### config.mk
export PLATFORM = sky130hd
export DESIGN_NAME = mem_arbiter
export DESIGN_NICKNAME = d
export VERILOG_FILES = /design/src/rtl/mem_arb_pkg.sv /design/src/rtl/mem_arbiter_fill_seq.sv /design/src/rtl/mem_arbiter.sv
export SDC_FILE = /design/constraint.sdc
export NUM_CORES = 1
export LEC_CHECK = 0
export CORE_MARGIN = 8
export CORE_UTILIZATION = 33
export DETAILED_ROUTE_END_ITERATION = 16
export GPL_TIMING_DRIVEN = 0
export PLACE_DENSITY = 0.82
export SLEW_MARGIN = 20
export SYNTH_ARGS = -nofsm -noshare
export SYNTH_HDL_FRONTEND = slang
export SYNTH_HIERARCHICAL = 1
export SYNTH_SLANG_ARGS = --single-unit
### constraint.sdc
create_clock -name clk -period 1.6 [get_ports clk]
set_clock_uncertainty 0.1 [all_clocks]
set_input_delay 0.24 -clock clk [delete_from_list [all_inputs] [get_ports clk]]
set_output_delay 0.24 -clock clk [all_outputs]
set_load 0.02 [all_outputs]
### src/rtl/mem_arb_pkg.sv
// mem_arb_pkg: shared types and helpers for the main-memory arbiter.
// Holds the arbiter state enum, block geometry defaults and word wrap.
package mem_arb_pkg;

  typedef enum logic [1:0] {
    IDLE   = 2'd0,
    WRITE  = 2'd1,
    FILL_D = 2'd2,
    FILL_I = 2'd3
  } arb_state_t;

  localparam int BLK_WORDS_DEF = 8;
  localparam int IDX_W_DEF     = $clog2(BLK_WORDS_DEF);

  // Word index within a block, wrapping past the block end.
  // blk must be a power of two.
  function automatic int unsigned wrap_idx(
    input int unsigned start,
    input int unsigned n,
    input int unsigned blk
  );
    return (start + n) & (blk - 1);
  endfunction

endpackage

### src/rtl/mem_arbiter_fill_seq.sv
// fill_seq: issue/receive sequencer for one 8-word block fill.
// Ports: clk, rst_n, active (fill state), addr (latched miss address),
//   mem_valid; out issue, rd_addr, fill_we, fill_idx, last.
// Build option MEM_ARB_CRITICAL_WORD_FIRST_EN starts at the missed word.
module fill_seq
  import mem_arb_pkg::*;
#(
  parameter int ADDR_W    = 16,
  parameter int BLK_WORDS = BLK_WORDS_DEF,
  parameter int IDX_W     = $clog2(BLK_WORDS)
) (
  input  logic              clk,
  input  logic              rst_n,
  input  logic              active,
  input  logic [ADDR_W-1:0] addr,
  input  logic              mem_valid,
  output logic              issue,
  output logic [ADDR_W-1:0] rd_addr,
  output logic              fill_we,
  output logic [IDX_W-1:0]  fill_idx,
  output logic              last
);

  // iss needs one extra bit to express "all words issued".
  logic [IDX_W:0]   iss;
  logic [IDX_W-1:0] rcv;
  logic [IDX_W-1:0] start;
  logic [IDX_W-1:0] iss_word;
  logic [IDX_W-1:0] rcv_word;
  logic             unused_bits;

`ifdef MEM_ARB_CRITICAL_WORD_FIRST_EN
  assign start       = addr[IDX_W:1];
  assign unused_bits = addr[0];
`else
  assign start       = '0;
  assign unused_bits = ^addr[IDX_W:0];
`endif

  assign iss_word = IDX_W'(wrap_idx(32'(start),
                                    32'(iss[IDX_W-1:0]),
                                    BLK_WORDS));
  assign rcv_word = IDX_W'(wrap_idx(32'(start),
                                    32'(rcv),
                                    BLK_WORDS));

  assign issue   = active & ~iss[IDX_W];
  assign fill_we = active & mem_valid;
  assign last    = fill_we & (rcv == IDX_W'(BLK_WORDS - 1));

  assign rd_addr = issue
                 ? {addr[ADDR_W-1:IDX_W+1], iss_word, 1'b0}
                 : '0;
  assign fill_idx = fill_we ? rcv_word : '0;

  // Counters sit at zero whenever no fill is running, so a stray
  // mem_valid outside a fill cannot disturb the next block.
  always_ff @(posedge clk or negedge rst_n) begin
    if (!rst_n) begin
      iss <= '0;
      rcv <= '0;
    end else if (!active) begin
      iss <= '0;
      rcv <= '0;
    end else begin
      if (issue) begin
        iss <= iss + (IDX_W+1)'(1);
      end
      if (mem_valid) begin
        rcv <= rcv + IDX_W'(1);
      end
    end
  end

endmodule

### src/rtl/mem_arbiter.sv
// mem_arbiter: shares main memory between I-fill, D-fill and D-store.
// Ports: i_miss/i_addr -> i_fill_we/i_fill_done; d_miss/d_addr/d_wr/
//   d_wdata -> d_wr_ack/d_fill_we/d_fill_done; fill_idx/fill_data to
//   both caches; mem_enable/mem_wr/mem_addr/mem_wdata/mem_rdata/
//   mem_valid to memory. Build option MEM_ARB_CRITICAL_WORD_FIRST_EN.
module mem_arbiter
  import mem_arb_pkg::*;
#(
  parameter int ADDR_W    = 16,
  parameter int DATA_W    = 16,
  parameter int BLK_WORDS = BLK_WORDS_DEF,
  parameter int MEM_LAT   = 4
) (
  input  logic                         clk,
  input  logic                         rst_n,
  input  logic                         i_miss,
  input  logic [ADDR_W-1:0]            i_addr,
  output logic                         i_fill_we,
  output logic                         i_fill_done,
  input  logic                         d_miss,
  input  logic [ADDR_W-1:0]            d_addr,
  input  logic                         d_wr,
  input  logic [DATA_W-1:0]            d_wdata,
  output logic                         d_wr_ack,
  output logic                         d_fill_we,
  output logic                         d_fill_done,
  output logic [$clog2(BLK_WORDS)-1:0] fill_idx,
  output logic [DATA_W-1:0]            fill_data,
  output logic                         mem_enable,
  output logic                         mem_wr,
  output logic [ADDR_W-1:0]            mem_addr,
  output logic [DATA_W-1:0]            mem_wdata,
  input  logic [DATA_W-1:0]            mem_rdata,
  input  logic                         mem_valid
);

  localparam int IDX_W = $clog2(BLK_WORDS);

  arb_state_t        state;
  arb_state_t        state_nx;
  logic [ADDR_W-1:0] addr_q;
  logic              any_req;
  logic              fill_act;
  logic              seq_issue;
  logic              seq_we;
  logic              seq_last;
  logic [ADDR_W-1:0] seq_addr;
  logic [IDX_W-1:0]  seq_idx;
  logic [7:0]        unused_lat;

  // Memory latency is absorbed by the receive counter, not counted.
  assign unused_lat = 8'(MEM_LAT);

  assign any_req  = d_wr | d_miss | i_miss;
  assign fill_act = (state == FILL_D) | (state == FILL_I);

  always_ff @(posedge clk or negedge rst_n) begin
    if (!rst_n) begin
      state <= IDLE;
    end else begin
      state <= state_nx;
    end
  end

  // Store and D-miss share d_addr, so the D side wins the latch.
  always_ff @(posedge clk or negedge rst_n) begin
    if (!rst_n) begin
      addr_q <= '0;
    end else if (state == IDLE && any_req) begin
      addr_q <= (d_wr | d_miss) ? d_addr : i_addr;
    end
  end

  always_comb begin
    state_nx = state;
    unique case (state)
      IDLE: begin
        if (d_wr) begin
          state_nx = WRITE;
        end else if (d_miss) begin
          state_nx = FILL_D;
        end else if (i_miss) begin
          state_nx = FILL_I;
        end
      end
      WRITE: begin
        state_nx = IDLE;
      end
      FILL_D, FILL_I: begin
        if (seq_last) begin
          state_nx = IDLE;
        end
      end
      default: begin
        state_nx = IDLE;
      end
    endcase
  end

  always_comb begin
    mem_enable  = 1'b0;
    mem_wr      = 1'b0;
    mem_addr    = '0;
    mem_wdata   = '0;
    d_wr_ack    = 1'b0;
    i_fill_we   = 1'b0;
    i_fill_done = 1'b0;
    d_fill_we   = 1'b0;
    d_fill_done = 1'b0;
    fill_idx    = '0;
    unique case (state)
      WRITE: begin
        mem_enable = 1'b1;
        mem_wr     = 1'b1;
        mem_addr   = addr_q;
        mem_wdata  = d_wdata;
        d_wr_ack   = 1'b1;
      end
      FILL_D: begin
        mem_enable  = seq_issue;
        mem_addr    = seq_addr;
        d_fill_we   = seq_we;
        d_fill_done = seq_last;
        fill_idx    = seq_idx;
      end
      FILL_I: begin
        mem_enable  = seq_issue;
        mem_addr    = seq_addr;
        i_fill_we   = seq_we;
        i_fill_done = seq_last;
        fill_idx    = seq_idx;
      end
      default: begin
      end
    endcase
  end

  assign fill_data = mem_rdata;

  fill_seq #(
    .ADDR_W   (ADDR_W),
    .BLK_WORDS(BLK_WORDS),
    .IDX_W    (IDX_W)
  ) u_fill_seq (
    .clk      (clk),
    .rst_n    (rst_n),
    .active   (fill_act),
    .addr     (addr_q),
    .mem_valid(mem_valid),
    .issue    (seq_issue),
    .rd_addr  (seq_addr),
    .fill_we  (seq_we),
    .fill_idx (seq_idx),
    .last     (seq_last)
  );

endmodule

After elaboration in Yosys (flattened, before gate mapping)
Index checks and enable logic that the tools add are counted.
{"block": "word_totals", "out_inout_bits": 58, "reg_bits": 25}
{"block": "classes", "eq_ne": 8, "n_mux": 21, "reduce_logical": 4, "n_bitwise": 7, "add_sub_neg": 2}
{"cell": "$mux W16", "count": 3}
{"cell": "$pmux W16 S2", "count": 1}
{"cell": "$mux W3", "count": 4}
{"cell": "$mux W2", "count": 4}
{"cell": "$mux W4", "count": 2}
{"cell": "$pmux W2 S3", "count": 1}
{"cell": "$mux W1", "count": 5}
{"cell": "$add A4 B1 Y4 const B", "count": 1}
{"cell": "$eq A2 B2 Y1 const B", "count": 2}
{"cell": "$ne A2 B2 Y1 const B", "count": 2}
{"cell": "$ne A4 B4 Y1 const B", "count": 1}
{"cell": "$add A3 B1 Y3 const B", "count": 1}
{"cell": "$and A1 B1 Y1", "count": 3}
{"cell": "$eq A3 B3 Y1 const B", "count": 1}
{"cell": "$or A1 B1 Y1", "count": 3}
{"cell": "$eq A2 B1 Y1 const B", "count": 1}
{"cell": "$logic_not A2 Y1", "count": 1}
{"cell": "$ne A2 B1 Y1 const B", "count": 1}
{"cell": "$pmux W1 S2", "count": 1}
{"cell": "$reduce_and A2 Y1", "count": 1}
{"cell": "$reduce_or A2 Y1", "count": 1}
{"cell": "$logic_and A1 B1 Y1", "count": 1}
{"cell": "$not A1 Y1", "count": 1}

Logic depth before layout (Yosys ltp)
{"block": "logic_depth", "ltp_word": 6, "depth_mapped": 6, "mapped_depth_nobuf": 4}

By module
The synthesis kept the hierarchy.
{"mod": "mem_arbiter", "instances": 1, "cells_per_inst": 127, "seq_area_each_um2": 450.4, "area_per_inst_um2": 1443.9}
{"mod": "fill_seq", "instances": 1, "cells_per_inst": 52, "seq_area_each_um2": 175.2, "area_per_inst_um2": 530.5}

Worst setup path before layout
OpenSTA, ideal clock, no wires.
{"block": "synth_timing", "path_kind": "register to output", "from": "reg state[1]", "to": "out d_fill_we", "stages_incl_launch_ff": 6, "setup_slack_ns": -0.254, "t_arrival_ns": 1.514, "cell_sequence": "dfrtp_1 buf_2 clkbuf_1 clkbuf_1 and2_1 nor3b_1"}
{"block": "synth_between", "elab_chain_len": 4}
{"element": "start: declaration", "line": "mem_arbiter.sv:39", "text": "arb_state_t state;"}
{"element": "start signal: assignment", "line": "mem_arbiter.sv:61", "text": "state <= state_nx;"}
{"element": "$eq A2 B2 Y1", "line": "mem_arbiter.sv:55", "text": "assign fill_act = (state == FILL_D) | (state == FILL_I);"}
{"element": "$or A1 B1 Y1 (*)", "line": "mem_arbiter.sv:55"}
{"element": "named net fill_act", "line": "mem_arbiter.sv:43", "text": "logic fill_act;"}
{"element": "$and A1 B1 Y1 (*)", "line": "mem_arbiter_fill_seq.sv:48", "text": "assign fill_we = active & mem_valid;"}
{"element": "named net seq_we", "line": "mem_arbiter.sv:45", "text": "logic seq_we;"}
{"element": "$mux W1 (*)", "line": "mem_arbiter.sv:111", "text": "unique case (state)"}
{"element": "end: declaration", "line": "mem_arbiter.sv:25", "text": "output logic d_fill_we,"}
Mark *: on every way through the listed nets, which the timed path passes. The rest lies on a longest branch.

Worst setup path after layout
{"block": "layout_timing", "from": "reg state[1]", "to": "out mem_addr[12]"}
{"block": "layout_between", "elab_chain_len": 5}
{"element": "$eq A2 B2 Y1", "line": "mem_arbiter.sv:55, mem_arbiter.sv:111"}
{"element": "$or A1 B1 Y1", "line": "mem_arbiter.sv:55"}
{"element": "$and A1 B1 Y1", "line": "mem_arbiter_fill_seq.sv:47", "text": "assign issue = active & ~iss[IDX_W];"}
{"element": "$mux W16", "line": "mem_arbiter_fill_seq.sv:52", "text": "? {addr[ADDR_W-1:IDX_W+1], iss_word, 1'b0}"}
{"element": "$pmux W16 S2 (*)", "line": "mem_arbiter.sv:111"}
{"element": "end: declaration", "line": "mem_arbiter.sv:31", "text": "output logic [ADDR_W-1:0] mem_addr,"}
Mark *: on every way between the ends. The rest lies on a longest branch, timed or not.

==> impl_metrics.env <==
export IMPL_outcome="complete, but fails checks"
export IMPL_violations="negative setup slack"
export IMPL_wl_per_cell_um=16.6
export IMPL_place_inst=364
export IMPL_relSlewSlack=0.611
export IMPL_p_sw_frac=0.377
export IMPL_start_util=0.337
export IMPL_synth_seq_cells=25
export IMPL_die_area_um2=8710
export IMPL_finalHoldViolations=0
export IMPL_layout_cells_non_filler=402
export IMPL_p_int_mw=4.14
export IMPL_hold_ws_ns=0.262
export IMPL_n_antenna_cell=0
export IMPL_grt_max_degree=26
export IMPL_endpoint_kind="output pin"
export IMPL_ys_flop_type="dfrtp_1"
export IMPL_viasPerCell=4.63
export IMPL_path_class="flop to output pin"
export IMPL_seq_area_frac_synth=0.317
export IMPL_yosys_warnings=6
export IMPL_hold_class="input port to flop"
export IMPL_die_w_um=93.4
export IMPL_die_h_um=93.4
export IMPL_synthTopCellsByArea="dfrtp_1 32%, mux2_4 14%, mux2_2 7.4%"
export IMPL_via_count=1861
export IMPL_clk_latency_ns=0.27
export IMPL_synth_top_area_share=0.317
export IMPL_synth_largest_area_cell="dfrtp_1"
export IMPL_clockBufferDepth=2
export IMPL_max_cap_violations=0
export IMPL_worst_setup_path_start_kind="flop"
export IMPL_comb_power_share=0.755
export IMPL_n_fill_cell=446
export IMPL_max_freq_ghz=0.500
export IMPL_drtIter0Drc=60
export IMPL_antenna_found_initial=0
export IMPL_dpl_hpwl_mm=4.82
export IMPL_core_area_um2=5850
export IMPL_synth_avg_cell_area_um2=11.0
export IMPL_finalSetupTns_ns=-15.06
export IMPL_netlist_area_um2=1970
export IMPL_grt_overflow_total=0
export IMPL_synth_distinct_cells=31
export IMPL_async_reset_ff_frac=1.00
export IMPL_grt_pass1_wl_mm=10.2
export IMPL_num_rows=28
export IMPL_regArea_um2=628
export IMPL_synth_edf_count=0
export IMPL_p_leak_nw=1.81
export IMPL_postLayoutCoreUtil=0.657
export IMPL_worstMarginPinSlew_ns=0.583
export IMPL_cts_sinks=25
export IMPL_ant_nets=0
export IMPL_min_period_over_period=1.25
export IMPL_rsz0062_at_grt="yes"
export IMPL_cts_tree="yes"
export IMPL_drt_pass1_iterations=4
export IMPL_ios=128
export IMPL_cts_buffers=3
export IMPL_grt_pass1_vias=2019
export IMPL_drive_gt1_frac=0.599
export IMPL_drv_slew=0
export IMPL_gp_congestion=0.755
export IMPL_seqPwrFrac=0.188
export IMPL_fin_nets=401
export IMPL_p_sw_mw=2.50
export IMPL_cts_root_buffer="clkbuf_8"
export IMPL_area_growth_pct=94.7
export IMPL_routed_wl_mm=6.69
export IMPL_p_per_area_nw_per_um2=1730
export IMPL_finalSetupViolCount=59
export IMPL_grt_usage=0.143
export IMPL_fin_crit_ns=2.00
export IMPL_crit_arrival_ns=1.66
export IMPL_clkPwrFrac=0.057
export IMPL_path_clk_slew_ns=0.09
export IMPL_netlist_instances=179
export IMPL_synth_nets=252
export IMPL_peakVddDrop_v=0.000961
export IMPL_worstPathRequired_ns=1.26
export IMPL_drcViolationCount=0
export IMPL_cts_htree_levels=1
export IMPL_multi_input_area_um2=1270
export IMPL_portBuffers=110
export IMPL_fin_ws_ns=-0.402
export IMPL_path_max_fanout=5
-- through the flow --
stage          worst slack [ns]  area (µm²)  power [mW]
2_1_floorplan           -0.0397        2040        3.78
3_5_place_dp             -0.819        3230        5.23
5_1_grt                  -0.469        3840        7.00
4_1_cts                  -0.448        3750        6.48
3_3_place_gp             -0.780        3230        5.12
6_report                 -0.402        3840        6.64
-- final cells by class --
class | instances | share of cell area
Timing Repair Buffer | 148 | 0.400
Multi-Input combinational cell | 122 | 0.331
Sequential cell | 25 | 0.163
Buffer | 27 | 0.0680
Tap cell | 75 | 0.0244
Clock buffer | 3 | 0.0107
Clock inverter | 1 | 0.00130
Inverter | 1 | 0.000976
-- registers in the layout, indices dropped and copies added, names as in the netlist --
signal	cells
addr_q	16
u_fill_seq/iss	4
u_fill_seq/rcv	3
state	2
-- cell usage in the layout, fill, tap and decap left out, types with 3 or more instances in the layout --
cell and n:
clkdlybuf4s50_1 65, buf_6 61, buf_4 35, and2_4 28, dfrtp_1 23, mux2_4 19, mux2_2 13, a22o_1 11
nor2b_1 6, a22o_4 5, and2_2 5, and2_1 4, clkbuf_8 4, buf_2 3, buf_8 3, and3_4 3
o21ai_0 3, and3_1 3, mux2i_1 3
-- power by group through the flow --
stage | combinational, mW | clock, mW | sequential [mW]
floorplan | 2.61 | 0 | 1.17
global placement | 3.91 | 0 | 1.21
detailed placement | 3.98 | 0 | 1.25
CTS | 4.88 | 0.377 | 1.22
global route | 5.29 | 0.414 | 1.30
finish | 5.01 | 0.377 | 1.25
-- what timing repair did --
action | 4_1_cts | 5_1_grt
hold buffers | 1 | 0
setup endpoints to repair | 59 | 59
gates resized for setup | 310 | 15
gates cloned | 5 | 0
pin swaps | 21 | 5
hold endpoints to repair | 25 | 0
setup buffers | 21 | 11
-- synthesized netlist by cell type (2+ instances only) --
cell and count:
dfrtp_1 25, and2_1 22, mux2_4 19, buf_4 18, a22o_1 16, mux2_2 13
and2_4 9, nor2b_1 7, and2_2 6, and3_1 6, clkbuf_1 6, buf_2 4
ha_1 3, mux2i_1 3, o21ai_0 3, buf_6 2, nand2_1 2, nor3b_1 2
-- logic make-up (layout without fill, tap and decap cells) --
| family | Yosys count | count (layout) | synth area share |
|---|---|---|---|
| multiplexers | 35 | 35 | 0.234 |
| other | 1 | 1 | 0.00190 |
| AND/OR/NAND/NOR | 58 | 58 | 0.207 |
| flip-flops | 25 | 25 | 0.317 |
| XOR/XNOR | 2 | 2 | 0.00887 |
| AO/OA/AOI/OAI | 23 | 23 | 0.0995 |
| buffers and inverters | 32 | 180 | 0.113 |
| adder cells (fa/ha/maj) | 3 | 3 | 0.0190 |
-- path summary, 6_finish.rpt --
path                                       start  slack (ns)  cells after the start                             to
max                         state[1]$_DFFE_PN0P_       -0.40                      6                   mem_addr[12]
min                                    mem_valid        0.26                      3  u_fill_seq/rcv[1]$_DFFE_PN0P_
max reg2reg                 state[1]$_DFFE_PN0P_       -0.12                      7          addr_q[6]$_DFFE_PN0P_
min reg2reg                addr_q[0]$_DFFE_PN0P_        0.43                      1          addr_q[0]$_DFFE_PN0P_
max in group asynchronous                  rst_n        0.58                      2           state[1]$_DFFE_PN0P_
min in group asynchronous                  rst_n        0.40                      2  u_fill_seq/iss[1]$_DFFE_PN0P_
-- critical path, stage by stage, from the launching register on --
cell	delay [ns]
dfrtp_2	0.44
buf_4	0.15
nor2b_4	0.19
buf_6	0.13
bufbuf_16	0.25
a22o_4	0.12
buf_6	0.11
-- per-layer routing --
layer / routed length, µm / global-route usage
met1: 2740 / 0.167
met4: 59 / 0.0376
met2: 3260 / 0.251
met3: 630 / 0.0393
met5: 0 / 0
No activity file was read; power rests on OpenSTA's default activity.
